==> src/rtl/demux_pipe_pkg.sv <==
// Shared definitions for the receive-side demux of a ring/forwarding node.
// The route bit in each word picks the local sink or the forward FIFO.
package demux_pipe_pkg;

    localparam int WIDTH_DEF     = 128;
    localparam int ROUTE_BIT_DEF = 127;
    localparam int DEPTH_DEF     = 4;

    typedef enum logic {
        ROUTE_LOCAL = 1'b0,
        ROUTE_FWD   = 1'b1
    } route_e;

    function automatic route_e route_of(input logic route_bit);
        return route_e'(route_bit);
    endfunction

endpackage

==> src/rtl/demux_pipe_if.sv <==
// Guarded enq channel: ENA strobe with data, RDY back from the receiver.
// The master drives the word; the slave reports whether it can take it.
interface demux_pipe_if #(
    parameter int WIDTH = demux_pipe_pkg::WIDTH_DEF
);
    logic             enq_ena;
    logic [WIDTH-1:0] enq_v;
    logic             enq_rdy;

    modport master (
        output enq_ena,
        output enq_v,
        input  enq_rdy
    );

    modport slave (
        input  enq_ena,
        input  enq_v,
        output enq_rdy
    );
endinterface

==> src/rtl/demux_pipe_fifo_n.sv <==
// Power-of-two FIFO with guarded enq/deq and an occupancy count.
// Accepts an enq while full provided the head is leaving in the same cycle.
module fifo_n #(
    parameter int WIDTH = 128,
    parameter int DEPTH = 4
) (
    input  logic                         clk_i,
    input  logic                         rst_n_i,
    input  logic                         enq_ena_i,
    input  logic [WIDTH-1:0]             enq_v_i,
    output logic                         enq_rdy_o,
    output logic                         deq_ena_o,
    output logic [WIDTH-1:0]             deq_v_o,
    input  logic                         deq_rdy_i,
    output logic [$clog2(DEPTH+1)-1:0]   count_o
);
    localparam int PTR_W = $clog2(DEPTH);
    localparam int CNT_W = $clog2(DEPTH + 1);

    logic [WIDTH-1:0] mem_q [DEPTH];
    logic [PTR_W-1:0] rd_ptr_q, rd_ptr_d;
    logic [PTR_W-1:0] wr_ptr_q, wr_ptr_d;
    logic [CNT_W-1:0] count_q, count_d;
    logic             do_enq;
    logic             do_deq;
    logic             not_empty;

    assign not_empty = (count_q != '0);
    assign do_enq    = enq_ena_i;
    assign do_deq    = not_empty & deq_rdy_i;

    // Full is still ready when the sink is draining the head this cycle.
    assign enq_rdy_o = (count_q < CNT_W'(DEPTH)) | deq_rdy_i;
    assign deq_ena_o = not_empty;
    assign deq_v_o   = not_empty ? mem_q[rd_ptr_q] : '0;
    assign count_o   = count_q;

    always_comb begin
        rd_ptr_d = rd_ptr_q;
        wr_ptr_d = wr_ptr_q;
        count_d  = count_q + CNT_W'(do_enq) - CNT_W'(do_deq);
        if (do_enq) wr_ptr_d = wr_ptr_q + PTR_W'(1);
        if (do_deq) rd_ptr_d = rd_ptr_q + PTR_W'(1);
    end

    always_ff @(posedge clk_i or negedge rst_n_i) begin
        if (!rst_n_i) begin
            rd_ptr_q <= '0;
            wr_ptr_q <= '0;
            count_q  <= '0;
        end else begin
            rd_ptr_q <= rd_ptr_d;
            wr_ptr_q <= wr_ptr_d;
            count_q  <= count_d;
        end
    end

    // Storage needs no reset: the read side is masked until count is nonzero.
    always_ff @(posedge clk_i) begin
        if (do_enq) mem_q[wr_ptr_q] <= enq_v_i;
    end

endmodule

==> src/rtl/demux_pipe.sv <==
// Steers each incoming word to a 1-entry local stage or a forward FIFO by its route bit.
// Input readiness depends only on sink state, never on the offered word.
module demux_pipe
    import demux_pipe_pkg::*;
#(
    parameter int WIDTH     = WIDTH_DEF,
    parameter int ROUTE_BIT = ROUTE_BIT_DEF,
    parameter int DEPTH     = DEPTH_DEF
) (
    input  logic          CLK,
    input  logic          nRST,
    demux_pipe_if.slave   in_i,
    demux_pipe_if.master  out_o,
    demux_pipe_if.master  forward_o
);
    localparam int CNT_W = $clog2(DEPTH + 1);

    logic             alive_q;
    logic             local_valid_q, local_valid_d;
    logic [WIDTH-1:0] local_data_q,  local_data_d;

    logic             local_ok;
    logic             fwd_ok;
    logic             in_rdy;
    logic             accept;
    route_e           route;
    logic             acc_local;
    logic             acc_fwd;
    logic             local_deq;
    logic [CNT_W-1:0] fwd_count;

    // Held low through the first edge after reset release.
    always_ff @(posedge CLK or negedge nRST) begin
        if (!nRST) alive_q <= 1'b0;
        else       alive_q <= 1'b1;
    end

    assign local_ok  = !local_valid_q | out_o.enq_rdy;
    assign in_rdy    = alive_q & local_ok & fwd_ok;
    assign accept    = in_i.enq_ena & in_rdy;
    assign route     = route_of(in_i.enq_v[ROUTE_BIT]);
    assign acc_local = accept & (route == ROUTE_LOCAL);
    assign acc_fwd   = accept & (route == ROUTE_FWD);
    assign local_deq = local_valid_q & out_o.enq_rdy;

    assign in_i.enq_rdy  = in_rdy;
    assign out_o.enq_ena = local_valid_q;
    assign out_o.enq_v   = local_data_q;

    // A refill in the same cycle as a drain keeps the stage full.
    always_comb begin
        local_valid_d = local_valid_q;
        local_data_d  = local_data_q;
        if (acc_local) begin
            local_valid_d = 1'b1;
            local_data_d  = in_i.enq_v;
        end else if (local_deq) begin
            local_valid_d = 1'b0;
        end
    end

    always_ff @(posedge CLK or negedge nRST) begin
        if (!nRST) begin
            local_valid_q <= 1'b0;
            local_data_q  <= '0;
        end else begin
            local_valid_q <= local_valid_d;
            local_data_q  <= local_data_d;
        end
    end

    fifo_n #(
        .WIDTH (WIDTH),
        .DEPTH (DEPTH)
    ) u_fwd_fifo (
        .clk_i     (CLK),
        .rst_n_i   (nRST),
        .enq_ena_i (acc_fwd),
        .enq_v_i   (in_i.enq_v),
        .enq_rdy_o (fwd_ok),
        .deq_ena_o (forward_o.enq_ena),
        .deq_v_o   (forward_o.enq_v),
        .deq_rdy_i (forward_o.enq_rdy),
        .count_o   (fwd_count)
    );

    a_in_protocol: assert property (@(posedge CLK) disable iff (!nRST)
        in_i.enq_ena |-> in_i.enq_rdy);

    a_fwd_count_bound: assert property (@(posedge CLK) disable iff (!nRST)
        fwd_count <= CNT_W'(DEPTH));

endmodule
==> src/flat_wrapper.sv <==
// flat-port wrapper written by rule: the top's interface ports become plain ports
module demux_pipe_flat import demux_pipe_pkg::*;
#(
    parameter int WIDTH     = WIDTH_DEF,
    parameter int ROUTE_BIT = ROUTE_BIT_DEF,
    parameter int DEPTH     = DEPTH_DEF
)
  (CLK, nRST, in_i_enq_ena, in_i_enq_v, in_i_enq_rdy, out_o_enq_ena, out_o_enq_v, out_o_enq_rdy, forward_o_enq_ena, forward_o_enq_v, forward_o_enq_rdy);
  demux_pipe_if #(.WIDTH(WIDTH)) in_i_i ();
  demux_pipe_if #(.WIDTH(WIDTH)) out_o_i ();
  demux_pipe_if #(.WIDTH(WIDTH)) forward_o_i ();
  input  logic CLK;
  input  logic nRST;
  input wire logic [$bits(in_i_i.enq_ena)-1:0] in_i_enq_ena;
  input wire logic [$bits(in_i_i.enq_v)-1:0] in_i_enq_v;
  output wire logic [$bits(in_i_i.enq_rdy)-1:0] in_i_enq_rdy;
  output wire logic [$bits(out_o_i.enq_ena)-1:0] out_o_enq_ena;
  output wire logic [$bits(out_o_i.enq_v)-1:0] out_o_enq_v;
  input wire logic [$bits(out_o_i.enq_rdy)-1:0] out_o_enq_rdy;
  output wire logic [$bits(forward_o_i.enq_ena)-1:0] forward_o_enq_ena;
  output wire logic [$bits(forward_o_i.enq_v)-1:0] forward_o_enq_v;
  input wire logic [$bits(forward_o_i.enq_rdy)-1:0] forward_o_enq_rdy;
  assign in_i_i.enq_ena = in_i_enq_ena;
  assign in_i_i.enq_v = in_i_enq_v;
  assign in_i_enq_rdy = in_i_i.enq_rdy;
  assign out_o_enq_ena = out_o_i.enq_ena;
  assign out_o_enq_v = out_o_i.enq_v;
  assign out_o_i.enq_rdy = out_o_enq_rdy;
  assign forward_o_enq_ena = forward_o_i.enq_ena;
  assign forward_o_enq_v = forward_o_i.enq_v;
  assign forward_o_i.enq_rdy = forward_o_enq_rdy;
  demux_pipe #(.WIDTH(WIDTH), .ROUTE_BIT(ROUTE_BIT), .DEPTH(DEPTH)) u_core (.CLK(CLK), .nRST(nRST), .in_i(in_i_i), .out_o(out_o_i), .forward_o(forward_o_i));
endmodule
==> config.mk <==
export PLATFORM = sky130hd
export DESIGN_NAME = demux_pipe_flat
export DESIGN_NICKNAME = d
export VERILOG_FILES = /design/src/rtl/demux_pipe_pkg.sv /design/src/rtl/demux_pipe_if.sv /design/src/rtl/demux_pipe_fifo_n.sv /design/src/rtl/demux_pipe.sv /design/src/flat_wrapper.sv
export SDC_FILE = /design/constraint.sdc
export NUM_CORES = 1
export LEC_CHECK = 0
export CORE_ASPECT_RATIO = 0.75
export CORE_MARGIN = 5
export CORE_UTILIZATION = 60
export CTS_BUF_LIST = sky130_fd_sc_hd__clkbuf_8
export DETAILED_ROUTE_END_ITERATION = 10
export MAX_ROUTING_LAYER = met4
export PLACE_DENSITY = 0.95
export SETUP_SLACK_MARGIN = 0.15
export SYNTH_ARGS = -nofsm -noshare
export SYNTH_HDL_FRONTEND = slang
export SYNTH_SLANG_ARGS = --single-unit
==> constraint.sdc <==
create_clock -name CLK -period 6.55 [get_ports CLK]
set_input_delay 1.31 -clock CLK [delete_from_list [all_inputs] [get_ports CLK]]
set_output_delay 1.31 -clock CLK [all_outputs]
set_load 0.03 [all_outputs]
==> results of run 1 <==
## worst max path at each step
stage	startpoint	end	slack, ps	depth (start not counted)
4_1_cts	u_core.u_fwd_fifo.rd_ptr_q[0]$_DFFE_PN0P_	forward_o_enq_v[29]	1630	4
2_1_floorplan	out_o_enq_rdy	u_core.u_fwd_fifo.mem_q[0][0]$_DFFE_PP_	1230	4
5_1_grt	u_core.u_fwd_fifo.rd_ptr_q[0]$_DFFE_PN0P_	forward_o_enq_v[117]	1470	4
6_report	u_core.u_fwd_fifo.rd_ptr_q[0]$_DFFE_PN0P_	forward_o_enq_v[70]	1760	4
3_5_place_dp	u_core.u_fwd_fifo.rd_ptr_q[0]$_DFFE_PN0P_	forward_o_enq_v[29]	2330	4
3_3_place_gp	u_core.u_fwd_fifo.rd_ptr_q[0]$_DFFE_PN0P_	forward_o_enq_v[70]	2360	4
## sequential cells by signal, summed over array words and instances, names as in the netlist
register and flops:
u_core.out_o.enq_v 128, u_core.alive_q 1, u_core.out_o.enq_ena 1, u_core.u_fwd_fifo.mem_q 512, u_core.u_fwd_fifo.wr_ptr_q 2, u_core.u_fwd_fifo.count_o 3
u_core.u_fwd_fifo.rd_ptr_q 2
## kinds of logic after synthesis
family / Yosys count / synth area share (%)
xor gates and xnor gates: 5 / 0.179
muxes: 256 / 17.6
adders and majority gates: 7 / 0.388
and+or+nand+nor: 144 / 3.67
DFF: 649 / 76.6
other: 1 / 0.0153
buffers and inverters: 64 / 1.48
## final cells by class
cell class	count	area share, %
Clock inverter	66	0.960
Tap cell	528	2.15
Antenna cell	1	0.00814
Sequential cell	649	61.2
Timing Repair Buffer	408	13.3
Inverter	6	0.0732
Multi-Input combinational cell	413	17.5
Clock buffer	107	4.79
## report_power, final
part	switching (uW)	internal [uW]	leakage (uW)
Clock	1490	1500	0.00107
Sequential	383	4930	0.00625
Combinational	3160	2680	0.00346
Total	5040	9110	0.0108
## through the flow
stage	power, uW	util [%]	hold WS (ps)	instances	worst slack (ps)
after CTS	14300	75.7	507	2177	1630
final	14100	75.7	506	2178	1760
after detailed placement	11300	71.4	491	2004	2330
after global placement	11100	71.4	470	2004	2360
after global routing	14700	75.7	515	2178	1470
after floorplan	8870	-	462	1126	1230
## routing by layer
metal  vias up  wire length (microns)  global-route usage, %
met2       562                  28100                   41.7
li1       5370                      -                      -
met5         -                      0                      -
met4         0                   1640                   8.64
met3       107                   4320                   6.90
met1      6546                  21100                   31.5
## placed cells by master (no fill, tap or decap), types with 7 or more instances in the layout
cell | netlist | routed
inv_1 | 6 | 50
clkdlybuf4s50_1 | 0 | 390
buf_4 | 1 | 12
mux4_2 | 128 | 128
and2_1 | 135 | 131
clkinv_1 | 0 | 9
mux2_2 | 127 | 127
clkbuf_8 | 0 | 107
edfxtp_1 | 512 | 512
clkinv_2 | 0 | 7
dfrtp_1 | 137 | 135
==> reports/qor_table.md, run 1 <==
| Result | This run | Unit |
| --- | --- | --- |
| Starting Density | 60.4 | % |
| Number of hold buffers added after CTS | 0 | - |
| Cell Rows | 64 | - |
| Remaining global-route overflow | 0 | - |
| Routed wire length | 55,200 | microns |
| GP Congestion | 0.774 | - |
| CP Buf/Inv Count | 2 | - |
| Cell taking the most area after synthesis | edfxtp_1 | - |
| Synthesized instance count | 1,126 | - |
| Syn Nets | 1,266 | - |
| Sum Neg Setup Slack | 0 | ps |
| Most instantiated cells after synthesis | edfxtp_1, dfrtp_1, and2_1, mux4_2, mux2_2 | - |
| Startpoint type of the worst setup path | register | - |
| # Post-CTS Setup Buffers | 0 | - |
| Part of the Yosys area used for sequential elements | 76.6 | % |
| Yosys synthesis warning count | 0 | - |
| Layout overhead on the synthesized area | 25.3 | % |
| Area share of the largest cell type after synthesis | 62.7 | % |
| Cell family with most CP delay | flip-flops | - |
| Max rail drop VDD | 0.313 | mV |
| Number of H-tree levels | 3 | - |
| Average vias per placed instance | 5.78 | - |
| Antenna violations before repair | 1 | - |
| Die Width | 243 | microns |
| Insertion delay to the later sink of the worst-skew pair | 650 | ps |
| Count of instances resized after the clock tree is built | 0 | - |
| Via count | 12,600 | - |
| Outcome | completed | - |
| Remaining number of nets flagged by the antenna check after routing | 0 | - |
| Number of global-route vias before repair | 14,100 | - |
| Buffer cell driving the clock tree root | clkbuf_8 | - |
| Maximum number of pins on one net before global-route repair | 83 | - |
| Global-route wire length before repair | 84,300 | microns |
| Clock tree from TritonCTS | yes | - |
| Boundary pin count | 392 | - |
| Number of DRC violations after detailed-routing iteration 0 | 919 | - |
| Flip-flop cell with the highest count after synthesis | edfxtp_1 | - |
| Number of register bits inferred by synthesis | 649 | - |
| Fin area | 30,800 | sq um |
| Ys async rst share | 21.1 | % |
| RSZ-0062 raised after global routing | no | - |
| R2r startpoint | u_core.u_fwd_fifo.count_o[2]$_DFF_PN0_ | - |
| Reg2reg path depth | 9 | - |
| Number of max-capacitance violations reported | 0 | - |
| Leakage power of the design | 0.0108 | uW |
| Num Clock Sinks | 649 | - |
| Cell depth of the worst min-delay path | 1 | - |
| Core region area | 40,600 | sq um |
| Area taken by flip-flops and latches | 18,800 | sq um |
| Crit-path max cell delay | 1030 | ps |
| Post-route clock period utilization | 73.1 | % |
| Final hold violation count | 0 | - |
| Pin slew with the least headroom to its limit | 1010 | ps |
| Cell with the biggest individual delay on the critical path | dfrtp_4 | - |
| Netlist Area Pre-Place | 24,500 | sq um |
| Most common cell in the synthesized netlist | edfxtp_1 | - |
| Remaining routing DRC violations | 0 | - |
| Number of enable-type register cells in the synthesized netlist | 512 | - |
| Relative slew slack | 32.5 | % |
| Post-synth cell types | 24 | - |
| Detailed-router iteration count before antenna repair | 5 | - |
| Post-detailed-placement half-perimeter wirelength | 33,700 | microns |
| Layout fillers | 2,020 | - |
| Number of buffers added by the clock tree synthesis step | 92 | - |
| Number of nets at the end of the flow | 1,710 | - |
| Number of input and output port buffers inserted | 391 | - |
| Fraction of final layout cells sized beyond drive strength 1 | 24.3 | % |
| Clock transition at the registers of the reported paths | 60 | ps |
| Critical path arrival | 3480 | ps |
| Power per cell area | 460 | nW/um^2 |
| Post-Syn Area per Cell | 21.8 | sq um |
| Die area | 45,100 | sq um |
| Die H | 185 | microns |
| Worst hold path endpoint | u_core.out_o.enq_v[23]$_DFFE_PN0P_ | - |
| Max FO, Critical Path | 45 | - |
| Class of the most critical hold timing path | reg -> reg | - |
| Maximum buffer depth of the clock tree | 3 | - |
| CP Cell Sequence | buf_12, mux4_2, and2_1, clkdlybuf4s50_1 | - |
| Standard cell area after detailed placement | 29,000 | sq um |
| Worst reg2reg path endpoint | u_core.u_fwd_fifo.count_o[2]$_DFF_PN0_ | - |
| Setup crit end kind | output port | - |
| Total global routing track utilization | 25.4 | % |
| Setup violation total in the final timing report | 0 | - |
| Multi-input gate area | 5380 | sq um |
| Start point of the worst min-delay path | u_core.out_o.enq_v[23]$_DFFE_PN0P_ | - |
| F_max | 209 | MHz |
| Worst setup path class | reg -> out | - |
| FF-to-FF setup slack | 3280 | ps |
| Final worst path period need | 4790 | ps |
| Maximum clock skew at final layout | 34.0 | ps |
| Routed length per instance | 25.3 | microns |
| Fin. max-slew vios | 0 | - |
| Critical path required time | 5240 | ps |
| Dominant cells by area after synthesis | edfxtp_1, dfrtp_1, mux4_2, mux2_2, and2_1 | - |
Power figures use the tool's default switching activity.
==> run 2, diff against run 1 <==
CORE_UTILIZATION = 55   (was 60)
PLACE_DENSITY = 0.91   (was 0.95)
clock period = 4.7 ns   (was 6.55 ns; I/O delays follow)
==> reports/qor_table.md, run 2 (synthesized netlist as in run 1, its figures left out) <==
| Result | This run | Unit |
| --- | --- | --- |
| End-of-flow core utilization | 70.0 | % |
| Cell with the biggest individual delay on the critical path | dfrtp_4 | - |
| Cell Rows | 67 | - |
| Max rail drop VDD | 0.504 | mV |
| Class of the most critical hold timing path | in -> async | - |
| GP Congestion | 0.762 | - |
| Sum Neg Setup Slack | 0 | ps |
| Switching component of the power | 7050 | uW |
| Die H | 193 | microns |
| Starting Density | 55.2 | % |
| Routed length per instance | 24.2 | microns |
| Post-route clock period utilization | 88.1 | % |
| Setup violation total in the final timing report | 0 | - |
| Pin slew with the least headroom to its limit | 931 | ps |
| Number of hold buffers added after CTS | 0 | - |
| Via count | 12,600 | - |
| RSZ-0062 raised after global routing | no | - |
| Fraction of final layout cells sized beyond drive strength 1 | 24.7 | % |
| Crit-path max cell delay | 780 | ps |
| F_max | 242 | MHz |
| Power per cell area | 641 | nW/um^2 |
| Number of DRC violations after detailed-routing iteration 0 | 906 | - |
| Combinational Power Share | 41.8 | % |
| Remaining global-route overflow | 0 | - |
| Most utilized layer in the global route result | met2 | - |
| Switching part of the total | 35.4 | % |
| Final hold violation count | 0 | - |
| Detailed-router iteration count before antenna repair | 5 | - |
| Die area | 49,000 | sq um |
| Total global routing track utilization | 23.0 | % |
| Post-detailed-placement half-perimeter wirelength | 33,900 | microns |
| Maximum number of pins on one net before global-route repair | 80 | - |
| Boundary pin count | 392 | - |
| Remaining routing DRC violations | 0 | - |
| Critical path required time | 3760 | ps |
| Leakage power of the design | 0.0109 | uW |
| Fin. max-slew vios | 0 | - |
| Max FO, Critical Path | 34 | - |
| Setup crit end kind | output port | - |
| CP Cell Sequence | buf_4, mux4_2, and2_1, clkdlybuf4s50_1 | - |
| Number of global-route vias before repair | 13,700 | - |
| Clock share of power | 21.8 | % |
| Internal power summed over all cells | 12,900 | uW |
| Critical path arrival | 3200 | ps |
| Remaining number of nets flagged by the antenna check after routing | 0 | - |
| Met3 Track Usage GR | 6.33 | % |
| Clock tree from TritonCTS | yes | - |
| Global-route wire length before repair | 82,100 | microns |
| Register share of total power | 36.3 | % |
| Count of instances resized after the clock tree is built | 0 | - |
| Top library cells by usage in the layout, fill and taps aside | edfxtp_1, clkdlybuf4s50_1, dfrtp_1 | - |
| Met1 routing resource usage after global routing | 29.6 | % |
| Clock transition at the registers of the reported paths | 60 | ps |
| Outcome | completed | - |
| Maximum clock skew at final layout | 26.4 | ps |
| Startpoint type of the worst setup path | register | - |
| Maximum buffer depth of the clock tree | 3 | - |
| Number of nets at the end of the flow | 1,719 | - |
| Number of H-tree levels | 3 | - |
| Routed wire length | 54,500 | microns |
| Number of flip-flops under the largest register name | 512 | - |
| Relative slew slack | 37.9 | % |
| Final worst path period need | 4140 | ps |
| FF-to-FF setup slack | 1800 | ps |
| Buffer cell driving the clock tree root | clkbuf_8 | - |
| Num Clock Sinks | 649 | - |
| Largest register by flop count | u_core.u_fwd_fifo.mem_q | - |
| # Post-CTS Setup Buffers | 0 | - |
| Layout overhead on the synthesized area | 26.8 | % |
| Average vias per placed instance | 5.61 | - |
| Core region area | 44,400 | sq um |
| Die Width | 254 | microns |
| Number of max-capacitance violations reported | 0 | - |
| Worst setup path class | reg -> out | - |
| Insertion delay to the later sink of the worst-skew pair | 680 | ps |
| Number of input and output port buffers inserted | 391 | - |
| Number of buffers added by the clock tree synthesis step | 95 | - |
| Antenna violations before repair | 2 | - |
| Leading cell type in the layout, fill and taps excluded | edfxtp_1 | - |
| Global-route met2 utilization | 37.0 | % |
## run 2: cell count changes in the layout (fill, tap and decap cells not counted)
cell,before,now
buf_12,5,15
buf_4,12,8
bufinv_16,0,2
diode_2,1,3
inv_1,50,52
clkbuf_8,107,108
clkinv_2,7,8
clkinv_8,0,1
clkinvlp_4,1,0
inv_6,1,0
inv_8,4,5
## run 2: worst max-delay path, delay by kind of cell, from the launching register on
kind	cells	cell delay [ps]
simple gates	1	180
mux	1	400
buf+inv	2	1130
flops	1	780
## run 2: stage by stage
step	cell area (sq um)	power [uW]	cells	hold slack [ps]	setup slack (ps)
global placement	29200	15500	2068	469	1290
CTS	31100	20100	2247	216	448
global route	31100	20800	2249	241	387
detailed placement	29200	15700	2068	471	1240
floorplan	24500	12300	1126	462	1170
finish	31100	19900	2250	242	560
## run 2: cell type report
| cell class | instances | area, sq um |
|---|---|---|
| tap | 586 | 733 |
| antenna | 3 | 7.51 |
| sequential | 649 | 18800 |
| clock inverter | 71 | 379 |
| fill | 2537 | 13300 |
| inverter | 6 | 22.5 |
| timing repair buffer | 414 | 4280 |
| clock buffer | 108 | 1490 |
| multi-input combinational | 413 | 5380 |
## run 2: power groups by stage
stage	clock [uW]	sequential [uW]	combinational, uW
after global routing	4740	7300	8750
after detailed placement	0	7350	8380
after CTS	4440	7240	8450
after global placement	0	7280	8240
after floorplan	0	8060	4280
final	4350	7240	8330
## run 2: metal layers
layer | share of wire, % | routed length, microns
met4 | 1.9 | 1010
met1 | 39 | 21000
met3 | 8.6 | 4700
met2 | 51 | 27800
met5 | 0 | 0
## run 2: final timing paths
check / start / endpoint / depth (start not counted)
setup / recovery: u_core.u_fwd_fifo.rd_ptr_q[1]$_DFFE_PN0P_ / forward_o_enq_v[86] / 4
hold / removal: nRST / u_core.out_o.enq_v[7]$_DFFE_PN0P_ / 1
setup reg to reg: u_core.u_fwd_fifo.count_o[2]$_DFF_PN0_ / u_core.u_fwd_fifo.count_o[2]$_DFF_PN0_ / 8
hold reg to reg: u_core.out_o.enq_v[25]$_DFFE_PN0P_ / u_core.out_o.enq_v[25]$_DFFE_PN0P_ / 1
max in group asynchronous: nRST / u_core.u_fwd_fifo.rd_ptr_q[0]$_DFFE_PN0P_ / 2
min in group CLK: u_core.out_o.enq_v[25]$_DFFE_PN0P_ / u_core.out_o.enq_v[25]$_DFFE_PN0P_ / 1
==> run 3, diff against run 2 <==
CELL_PAD_IN_SITES_DETAIL_PLACEMENT = 1   (was unset)
CELL_PAD_IN_SITES_GLOBAL_PLACEMENT = 1   (was unset)
CORE_UTILIZATION = 48   (was 55)
SLEW_MARGIN = 10   (was unset)
SYNTH_HIERARCHICAL = 1   (was unset)
==> reports/qor_table.md, run 3 <==
| Result | This run | Unit |
| --- | --- | --- |
| Leakage power of the design | 0.0109 | uW |
| Flip-flop cell with the highest count after synthesis | edfxtp_1 | - |
| Pin slew with the least headroom to its limit | 837 | ps |
| Max rail drop VDD | 0.402 | mV |
| Detailed-router iteration count before antenna repair | 4 | - |
| Cell taking the most area after synthesis | edfxtp_1 | - |
| Ant. Diodes | 0 | - |
| Ys async rst share | 21.1 | % |
| Antenna violations before repair | 0 | - |
| GP Congestion | 0.733 | - |
| Number of input and output port buffers inserted | 391 | - |
| Layout overhead on the synthesized area | 27.1 | % |
| Most common cell in the synthesized netlist | edfxtp_1 | - |
| Power per cell area | 644 | nW/um^2 |
| Count of instances resized after the clock tree is built | 0 | - |
| Number of max-capacitance violations reported | 0 | - |
| Register share of total power | 36.3 | % |
| Worst setup path class | reg -> out | - |
| Setup violation total in the final timing report | 0 | - |
| Fin area | 31,400 | sq um |
| Clock transition at the registers of the reported paths | 70 | ps |
| Fraction of final layout cells sized beyond drive strength 1 | 25.5 | % |
| Via count | 12,700 | - |
| Sum Neg Setup Slack | 0 | ps |
| Largest register by flop count | u_core/u_fwd_fifo/mem_q | - |
| Die H | 206 | microns |
| Setup Slack @ Placement | 1020 | ps |
| Remaining number of nets flagged by the antenna check after routing | 0 | - |
| Top library cells by usage in the layout, fill and taps aside | edfxtp_1, clkdlybuf4s50_1, dfrtp_1 | - |
| Number of flip-flops under the largest register name | 512 | - |
| Die Width | 272 | microns |
| Final hold violation count | 0 | - |
| Number of register bits inferred by synthesis | 649 | - |
| Least setup slack across all paths after layout | 364 | ps |
| Starting Density | 48.2 | % |
| Cell Rows | 72 | - |
| Maximum buffer depth of the clock tree | 3 | - |
| Remaining global-route overflow | 0 | - |
| Post-detailed-placement half-perimeter wirelength | 40,300 | microns |
| Number of nets at the end of the flow | 1,734 | - |
| # Post-CTS Setup Buffers | 0 | - |
| Final worst path period need | 4340 | ps |
| Number of buffers added by the clock tree synthesis step | 96 | - |
| Relative slew slack | 44.2 | % |
| Class of the most critical hold timing path | in -> async | - |
| Hold Worst Slack | 187 | ps |
| Critical path arrival | 3400 | ps |
| Maximum clock skew at final layout | 33.5 | ps |
| Leading cell type in the layout, fill and taps excluded | edfxtp_1 | - |
| Total global routing track utilization | 23.0 | % |
| Clock share of power | 21.6 | % |
| Layout fillers | 4,348 | - |
| Yosys synthesis warning count | 6 | - |
| Number of standard cells in the layout, taps in and fillers out | 2,343 | - |
| Combinational Power Share | 42.1 | % |
| Most instantiated cells after synthesis | edfxtp_1, dfrtp_1, and2_1, mux4_2, mux2_2 | - |
| Dominant cells by area after synthesis | edfxtp_1, dfrtp_1, mux4_2, mux2_2, and2_1 | - |
| Clock tree from TritonCTS | yes | - |
| Number of enable-type register cells in the synthesized netlist | 512 | - |
| Internal power summed over all cells | 12,900 | uW |
| RSZ-0062 raised after global routing | no | - |
| Insertion delay to the later sink of the worst-skew pair | 680 | ps |
| Fin. max-slew vios | 0 | - |
| Startpoint type of the worst setup path | register | - |
| Netlist Area Pre-Place | 24,700 | sq um |
| Remaining routing DRC violations | 0 | - |
| Average vias per placed instance | 5.40 | - |
| Post-synth cell types | 27 | - |
| Number of global-route vias before repair | 14,500 | - |
| Placed Instances | 2,162 | - |
| Num Clock Sinks | 649 | - |
| Die area | 56,100 | sq um |
| Routed length per instance | 26.6 | microns |
| Boundary pin count | 392 | - |
| Critical path required time | 3760 | ps |
| Post-route clock period utilization | 92.3 | % |
| Post-Syn Area per Cell | 21.9 | sq um |
| F_max | 231 | MHz |
| Buffer cell driving the clock tree root | clkbuf_8 | - |
| Max FO, Critical Path | 32 | - |
| Synthesized instance count | 1,127 | - |
| FF-to-FF setup slack | 2120 | ps |
| Standard cell area after detailed placement | 29,500 | sq um |
| Setup crit end kind | output port | - |
| Global-route wire length before repair | 93,800 | microns |
| Maximum number of pins on one net before global-route repair | 129 | - |
| Number of H-tree levels | 3 | - |
| Area share of the largest cell type after synthesis | 62.3 | % |
| Number of hold buffers added after CTS | 0 | - |
| Outcome | completed | - |
| Syn Nets | 1,267 | - |
| Part of the Yosys area used for sequential elements | 76.2 | % |
| Number of DRC violations after detailed-routing iteration 0 | 723 | - |
| Core region area | 51,300 | sq um |
| Switching component of the power | 7270 | uW |
| Switching part of the total | 36.0 | % |
| Routed wire length | 62,300 | microns |
## run 3: final timing paths
kind | start | end | depth (start not counted)
max in group asynchronous | nRST | u_core/out_o.enq_v[62]$_DFFE_PN0P_ | 2
min in group CLK | u_core/out_o.enq_v[66]$_DFFE_PN0P_ | u_core/out_o.enq_v[66]$_DFFE_PN0P_ | 1
worst max-delay path | u_core/u_fwd_fifo/rd_ptr_q[0]$_DFFE_PN0P_ | forward_o_enq_v[13] | 4
worst min-delay path | nRST | u_core/out_o.enq_v[102]$_DFFE_PN0P_ | 1
worst max register to register | u_core/u_fwd_fifo/count_o[2]$_DFF_PN0_ | u_core/u_fwd_fifo/mem_q[1][5]$_DFFE_PP_ | 6
worst min register to register | u_core/out_o.enq_v[66]$_DFFE_PN0P_ | u_core/out_o.enq_v[66]$_DFFE_PN0P_ | 1
## run 3: power groups by stage
| stage | Clock, uW | Sequential, uW | Combinational (uW) |
|---|---|---|---|
| floorplan | 0 | 8090 | 4310 |
| finish | 4360 | 7340 | 8490 |
| CTS | 4490 | 7360 | 8620 |
| global route | 4810 | 7420 | 8870 |
| detailed placement | 0 | 7460 | 8530 |
| global placement | 0 | 7360 | 8300 |
## run 3: final cells by class
| cell class | count | area, sq um | share of cell area, % |
|---|---|---|---|
| multi-input cells | 414 | 5410 | 17.2 |
| repair buffers | 426 | 4430 | 14.1 |
| flip-flops and latches | 649 | 18800 | 60.0 |
| well taps | 666 | 833 | 2.66 |
| clock inverters | 70 | 328 | 1.05 |
| inverters | 7 | 26.3 | 0.0838 |
| clock buffers | 111 | 1530 | 4.87 |
## run 3: metrics by stage
stage | utilization, % | total power, uW
global placement | 57.6 | 15700
CTS | 61.2 | 20500
global route | 61.2 | 21100
detailed placement | 57.6 | 16000
finish | 61.2 | 20200
floorplan | - | 12400
## run 3: cell families after synthesis
family | Yosys count | synth area share (%)
AOI/OAI and AO/OA | 4 | 0.106
other | 1 | 0.0152
and+or+nand+nor | 142 | 3.70
adders and majority gates | 7 | 0.385
buffers and inverters | 64 | 1.97
muxes | 255 | 17.5
xor gates and xnor gates | 5 | 0.177
DFF | 649 | 76.2
## run 3: worst max-delay path, cell delays in order, from the launching register on
cell and delay, ps:
dfrtp_4 910, buf_4 410, mux4_2 550, and2_1 200
clkdlybuf4s50_1 650
## run 3: per-layer routing
| metal | vias up | track usage, % | wire, microns |
|---|---|---|---|
| met5 | - | - | 0 |
| met1 | 6723 | 27.4 | 24000 |
| li1 | 5413 | - | - |
| met3 | 112 | 5.85 | 3880 |
| met4 | 0 | 6.17 | 1430 |
| met2 | 413 | 39.6 | 33000 |
